File: config.mk
export PLATFORM = sky130hd
export DESIGN_NAME = instr_fetch
export DESIGN_NICKNAME = d
export VERILOG_FILES = /design/src/rtl/instr_fetch.sv
export SDC_FILE = /design/constraint.sdc
export NUM_CORES = 1
export LEC_CHECK = 0
export CORE_UTILIZATION = 51
export CTS_BUF_LIST = sky130_fd_sc_hd__clkbuf_2
export CTS_CLUSTER_DIAMETER = 30
export DETAILED_ROUTE_END_ITERATION = 10
export PLACE_DENSITY = 0.82
export SLEW_MARGIN = 20
export SYNTH_ARGS = -nofsm -noshare
export SYNTH_HDL_FRONTEND = slang
export SYNTH_SLANG_ARGS = --single-unit
File: constraint.sdc
create_clock -name clk -period 2.3 [get_ports clk]
set_input_delay 0.46 -clock clk [delete_from_list [all_inputs] [get_ports clk]]
set_output_delay 0.46 -clock clk [all_outputs]
set_load 0.005 [all_outputs]
File: src/rtl/instr_fetch.sv
// Instruction fetch stage: walks pc through instruction memory, buffers up to two
// {pc, instr} entries toward decode, and stops on a halt word or an out-of-range pc.
module instr_fetch #(
    parameter logic [31:0] RESET_PC   = 32'h0000_0000,
    parameter int unsigned MEM_WORDS  = 32,
    parameter logic [31:0] HALT_INSTR = 32'hFFFF_FFFF
) (
    input  logic        clk,
    input  logic        rst,
    output logic [31:0] imem_pc,
    input  logic [31:0] imem_instr,
    input  logic        branch_valid,
    input  logic [31:0] branch_target,
    output logic        out_valid,
    output logic [31:0] out_instr,
    output logic [31:0] out_pc,
    input  logic        out_ready,
    output logic        halted,
    output logic        fault
);

    typedef enum logic [1:0] {
        ST_FETCH  = 2'd0,
        ST_DRAIN  = 2'd1,
        ST_HALTED = 2'd2,
        ST_FAULT  = 2'd3
    } state_t;

    localparam logic [31:0] MEM_WORDS_W   = 32'(MEM_WORDS);
    localparam logic [31:0] RESET_PC_WORD = RESET_PC & 32'hFFFF_FFFC;

    state_t      state_r;
    logic [31:0] pc_r;
    logic [1:0]  count_r;
    logic [31:0] head_pc_r;
    logic [31:0] head_instr_r;
    logic [31:0] tail_pc_r;
    logic [31:0] tail_instr_r;
    logic        halted_r;
    logic        fault_r;

    logic        pop_s;
    logic        push_s;
    logic        in_range_s;
    logic        halt_hit_s;
    logic [1:0]  count_next_s;
    logic [31:0] branch_pc_s;

    // Handshake decode: pop/push qualification and next occupancy.
    always_comb begin
        pop_s        = 1'b0;
        push_s       = 1'b0;
        halt_hit_s   = 1'b0;
        count_next_s = count_r;
        branch_pc_s  = branch_target & 32'hFFFF_FFFC;
        in_range_s   = ({2'b00, pc_r[31:2]} < MEM_WORDS_W);

        if (count_r != 2'd0) begin
            pop_s = out_ready;
        end else begin
            pop_s = 1'b0;
        end

        // A full buffer still accepts a push when the head leaves this cycle.
        if ((state_r == ST_FETCH) && in_range_s && ((count_r != 2'd2) || pop_s)) begin
            push_s = 1'b1;
        end else begin
            push_s = 1'b0;
        end

        if (push_s && (imem_instr == HALT_INSTR)) begin
            halt_hit_s = 1'b1;
        end else begin
            halt_hit_s = 1'b0;
        end

        case ({push_s, pop_s})
            2'b10:   count_next_s = count_r + 2'd1;
            2'b01:   count_next_s = count_r - 2'd1;
            default: count_next_s = count_r;
        endcase
    end

    // Fetch state machine, pc, and the two-entry buffer.
    always_ff @(posedge clk) begin
        if (rst) begin
            state_r      <= ST_FETCH;
            pc_r         <= RESET_PC_WORD;
            count_r      <= 2'd0;
            head_pc_r    <= 32'h0000_0000;
            head_instr_r <= 32'h0000_0000;
            tail_pc_r    <= 32'h0000_0000;
            tail_instr_r <= 32'h0000_0000;
            halted_r     <= 1'b0;
            fault_r      <= 1'b0;
        end else if (branch_valid) begin
            state_r  <= ST_FETCH;
            pc_r     <= branch_pc_s;
            count_r  <= 2'd0;
            halted_r <= 1'b0;
            fault_r  <= 1'b0;
        end else begin
            if (pop_s) begin
                if (push_s && (count_r == 2'd1)) begin
                    head_pc_r    <= pc_r;
                    head_instr_r <= imem_instr;
                end else begin
                    head_pc_r    <= tail_pc_r;
                    head_instr_r <= tail_instr_r;
                    if (push_s) begin
                        tail_pc_r    <= pc_r;
                        tail_instr_r <= imem_instr;
                    end
                end
            end else if (push_s) begin
                if (count_r == 2'd0) begin
                    head_pc_r    <= pc_r;
                    head_instr_r <= imem_instr;
                end else begin
                    tail_pc_r    <= pc_r;
                    tail_instr_r <= imem_instr;
                end
            end

            count_r <= count_next_s;

            // The pc parks on the halt word so a later redirect is the only way on.
            if (push_s && !halt_hit_s) begin
                pc_r <= pc_r + 32'd4;
            end

            case (state_r)
                ST_FETCH: begin
                    if (!in_range_s) begin
                        state_r <= ST_FAULT;
                        fault_r <= 1'b1;
                    end else if (halt_hit_s) begin
                        state_r <= ST_DRAIN;
                    end
                end
                ST_DRAIN: begin
                    if (count_next_s == 2'd0) begin
                        state_r  <= ST_HALTED;
                        halted_r <= 1'b1;
                    end
                end
                ST_HALTED: state_r <= ST_HALTED;
                ST_FAULT:  state_r <= ST_FAULT;
                default: begin
                    state_r  <= ST_FETCH;
                    halted_r <= 1'b0;
                    fault_r  <= 1'b0;
                end
            endcase
        end
    end

    assign imem_pc   = pc_r;
    assign out_valid = (count_r != 2'd0);
    assign out_pc    = head_pc_r;
    assign out_instr = head_instr_r;
    assign halted    = halted_r;
    assign fault     = fault_r;

endmodule
==> metrics.md <==
| Metric | Value |
|---|---|
| Drt first-iter violations | 549 |
| Final setup viols | 0 |
| Initial antenna violation count | 0 |
| Yosys cell types | 55 |
| Tmin final | 2.21 ns |
| Layout Nets | 998 |
| Cell row count | 41 |
| Reg-to-reg startpoint | count_r[1] |
| Largest net degree at the start of global routing | 63 |
| Clk_lat worst skew | 0.74 ns |
| Synth Area in Adders | 1.31% |
| Synthesized flop and latch total | 160 |
| Reg clk slew, reported paths | 0.21 ns |
| Final period util | 95.9% |
| Maximum vdd drop | 0.000367 V |
| Worst-margin pin slew | 0.693 ns |
| Final Hold Vio Count | 0 |
| Bufs on Longest Clock Path | 2 |
| Final Non-Filler Cells | 1108 |
| Top cell type's share of synthesized area | 47.8% |
| Status | finished clean |
| Syn. warnings | 0 |
| Via count | 6092 |
| I/O Pins | 167 |
| Setup crit end | out_instr[31] |
| Dominant cell type by area after synthesis | dfxtp_1 |
| Starting Density | 52.7% |
| FF-to-FF setup slack | 0.09 ns |
| TritonCTS clock tree | yes |
| Reg2Reg Capture Point | out_instr[31] |
| Compound-Gate Fraction of Synth Area | 18.8% |
| Slew Limit Headroom | 53.7% |
| Wire length per cell | 16.2 um |
| CP arrival | 2.86 ns |
| Number of synthesized flops with an enable pin | 0 |
| DP Cell Count | 1073 |
| Synth Area in Simple Gates | 23.1% |
| Ys async rst share | 0% |
| Cell count of the worst reg-to-reg path | 9 |
| Final Routed Wirelength | 17.9 mm |
| Worst setup SP type | register |
| Overflow after GRT | 0 |
| Critical Path Start | count_r[1] |
| Worst Path Required | 2.96 ns |
| Fillers | 962 |
| Main synth FF type | dfxtp_1 |
| Pwr/cell area | 584 nW/um2 |
| Dpl cell area | 8660 um2 |
| DRT Pass-1 Iters | 6 |
| P_leak | 3.45 nW |
| Maximum capacitance violations | 0 |
| Clock sinks | 160 |
| Post-synthesis mux area share | 3.73% |
| Vias in the first global route | 6050 |
| Critical Path End Type | register |
| Max frequency | 453 MHz |
| Register Area | 3220 um2 |
| Syn_area_per_cell | 8.99 um2 |
| Area share of xor/xnor cells in the synthesized design | 0% |
| Largest family of logic cells by synthesized area | simple AND/OR/NAND/NOR gates |
| GRT Resource Usage Total | 26.8% |
| CTS buffer count | 17 |
| Port Buffer Count | 160 |
| Hold slack | 0.117 ns |
| Final HPWL DP | 11.9 mm |
| Register area share after synthesis | 47.8% |
| Area of the multi-input gates | 3190 um2 |
| Post-Syn Instances | 746 |
| Worst Hold Class | input pin to register |
| Slew Limit Fails | 0 |
| Final ANT Viol Nets | 0 |
| Die height | 117 um |
| First-pass GRT wire length | 28.3 mm |
| DRC errors left | 0 |
| Clk_skew | 0.0319 ns |
| Die Width | 117 um |
| Core Region | 12700 um2 |
| Via density | 5.50 |
| Fraction of layout cells with a size suffix above 1 | 17.8% |
| GPL Wtd Cong | 0.847 |
| Area Growth Syn to Fin | 35.2% |
| WS Path Type | register to register |
| Cell area after synthesis | 6710 um2 |
| Die area | 13600 um2 |
| Synth area leaders | dfxtp_1 48%, a21oi_1 7.6%, nand2_1 6.7%, a211oi_2 6.5%, nor2_1 5.0% |
| H-tree Lvls | 4 |
| Post-route cell area | 9060 um2 |
| Root buffer cell | clkbuf_2 |
| Critical Path Fanout Max | 21 |
[cell type report]
type	instances	area share [%]
clock inverters	13	2.31
well taps	172	2.37
inverters	9	0.373
diodes	1	0.0276
repair buffers	214	23.2
clock buffers	18	0.994
multi-input cells	521	35.2
flip-flops and latches	160	35.5
[through the flow]
stage / total power, mW / setup slack (ns) / TNS (ns) / util (%)
2_1_floorplan: 3.19 / 0.180 / 0 / -
3_3_place_gp: 3.49 / -0.301 / -15.26 / 68.1
3_5_place_dp: 3.50 / -0.426 / -20.90 / 68.1
4_1_cts: 5.31 / -0.179 / -1.53 / 70.6
5_1_grt: 5.49 / -0.00432 / -0.00432 / 71.2
6_report: 5.30 / 0.0941 / 0 / 71.2
[routing by layer]
layer | global-route usage, % | routed length [um]
met2 | 47.4 | 9050
met3 | 6.18 | 1040
met1 | 31.6 | 7600
met5 | 0 | 0
met4 | 9.54 | 242
[cell usage in the layout, fill, tap and decap left out, drive strengths merged, types with 3 or more instances in the layout]
master | synthesis | final
a21oi | 102 | 102
and2 | 26 | 26
nand3 | 3 | 3
dfxtp | 160 | 160
clkinvlp | 0 | 3
inv | 9 | 12
conb | 1 | 4
a31oi | 3 | 3
a311oi | 4 | 4
mux2i | 25 | 25
a211oi | 40 | 40
clkbuf | 33 | 19
nor4 | 8 | 8
nand4 | 12 | 12
nor2 | 96 | 96
nor3 | 32 | 32
buf | 26 | 55
clkdlybuf4s50 | 0 | 156
ha | 7 | 7
a2111oi | 4 | 4
nor2b | 6 | 6
and4 | 3 | 3
nand2 | 119 | 119
bufinv | 0 | 5
[worst max-delay path, stage by stage, from the launching register on]
cell	delay [ns]
dfxtp_2	0.37
buf_4	0.14
ha_1	0.18
buf_4	0.16
or3_4	0.38
o32ai_4	0.30
buf_12	0.16
clkbuf_16	0.20
nor2_2	0.05
a211oi_2	0.19
[worst min-delay path by stage]
stage,start,to,slack [ns],cells past startpoint
floorplan,tail_pc_r[30],tail_pc_r[30],0.43,1
global placement,tail_instr_r[25],tail_instr_r[25],0.44,2
detailed placement,tail_instr_r[11],tail_instr_r[11],0.44,2
CTS,rst,out_instr[29],0.05,2
global route,rst,out_instr[30],0.06,2
finish,rst,out_instr[30],0.12,2
[repair_timing]
| item | 4_1_cts | 5_1_grt |
|---|---|---|
| setup endpoints to repair | 64 | 104 |
| hold buffers | 0 | 0 |
| setup buffers | 1 | 1 |
| gates cloned | 0 | 1 |
| endpoints found under the hold margin | 0 | 0 |
| gates resized for setup | 9 | 14 |
| pin swaps | 1 | 1 |
[power breakdown]
group / switching, mW / internal, mW
clock: 1.01 / 0.827
sequential: 0.0528 / 2.83
combinational: 0.266 / 0.314
total: 1.32 / 3.97
[logic make-up (layout without fill, tap and decap cells)]
family | after synthesis | after routing
other | 1 | 5
multiplexers | 25 | 25
buffers and inverters | 68 | 254
adder cells (fa/ha/maj) | 7 | 7
AO/OA/AOI/OAI | 170 | 170
AND/OR/NAND/NOR | 315 | 315
flip-flops | 160 | 160
[registers in the layout, indices dropped and copies added (netlist names)]
register and cells:
state_r 2, out_instr 32, tail_instr_r 32, fault 1
tail_pc_r 30, count_r 2, out_pc 30, halted 1
imem_pc 30
[Yosys cell counts, types with 3 or more instances]
master and instances:
ha_1 7, nor2_1 89, nor4_4 5, nor2b_1 6
nand3_1 3, a311oi_1 4, a211oi_2 35, a211oi_1 5
buf_4 10, nor3_1 31, nand2_1 119, buf_6 5
mux2i_1 25, nor2_2 7, and2_1 26, a21oi_1 102
buf_2 9, nand4_1 10, dfxtp_1 160, clkbuf_1 33
inv_1 9
Power figures use the tool's default switching activity.
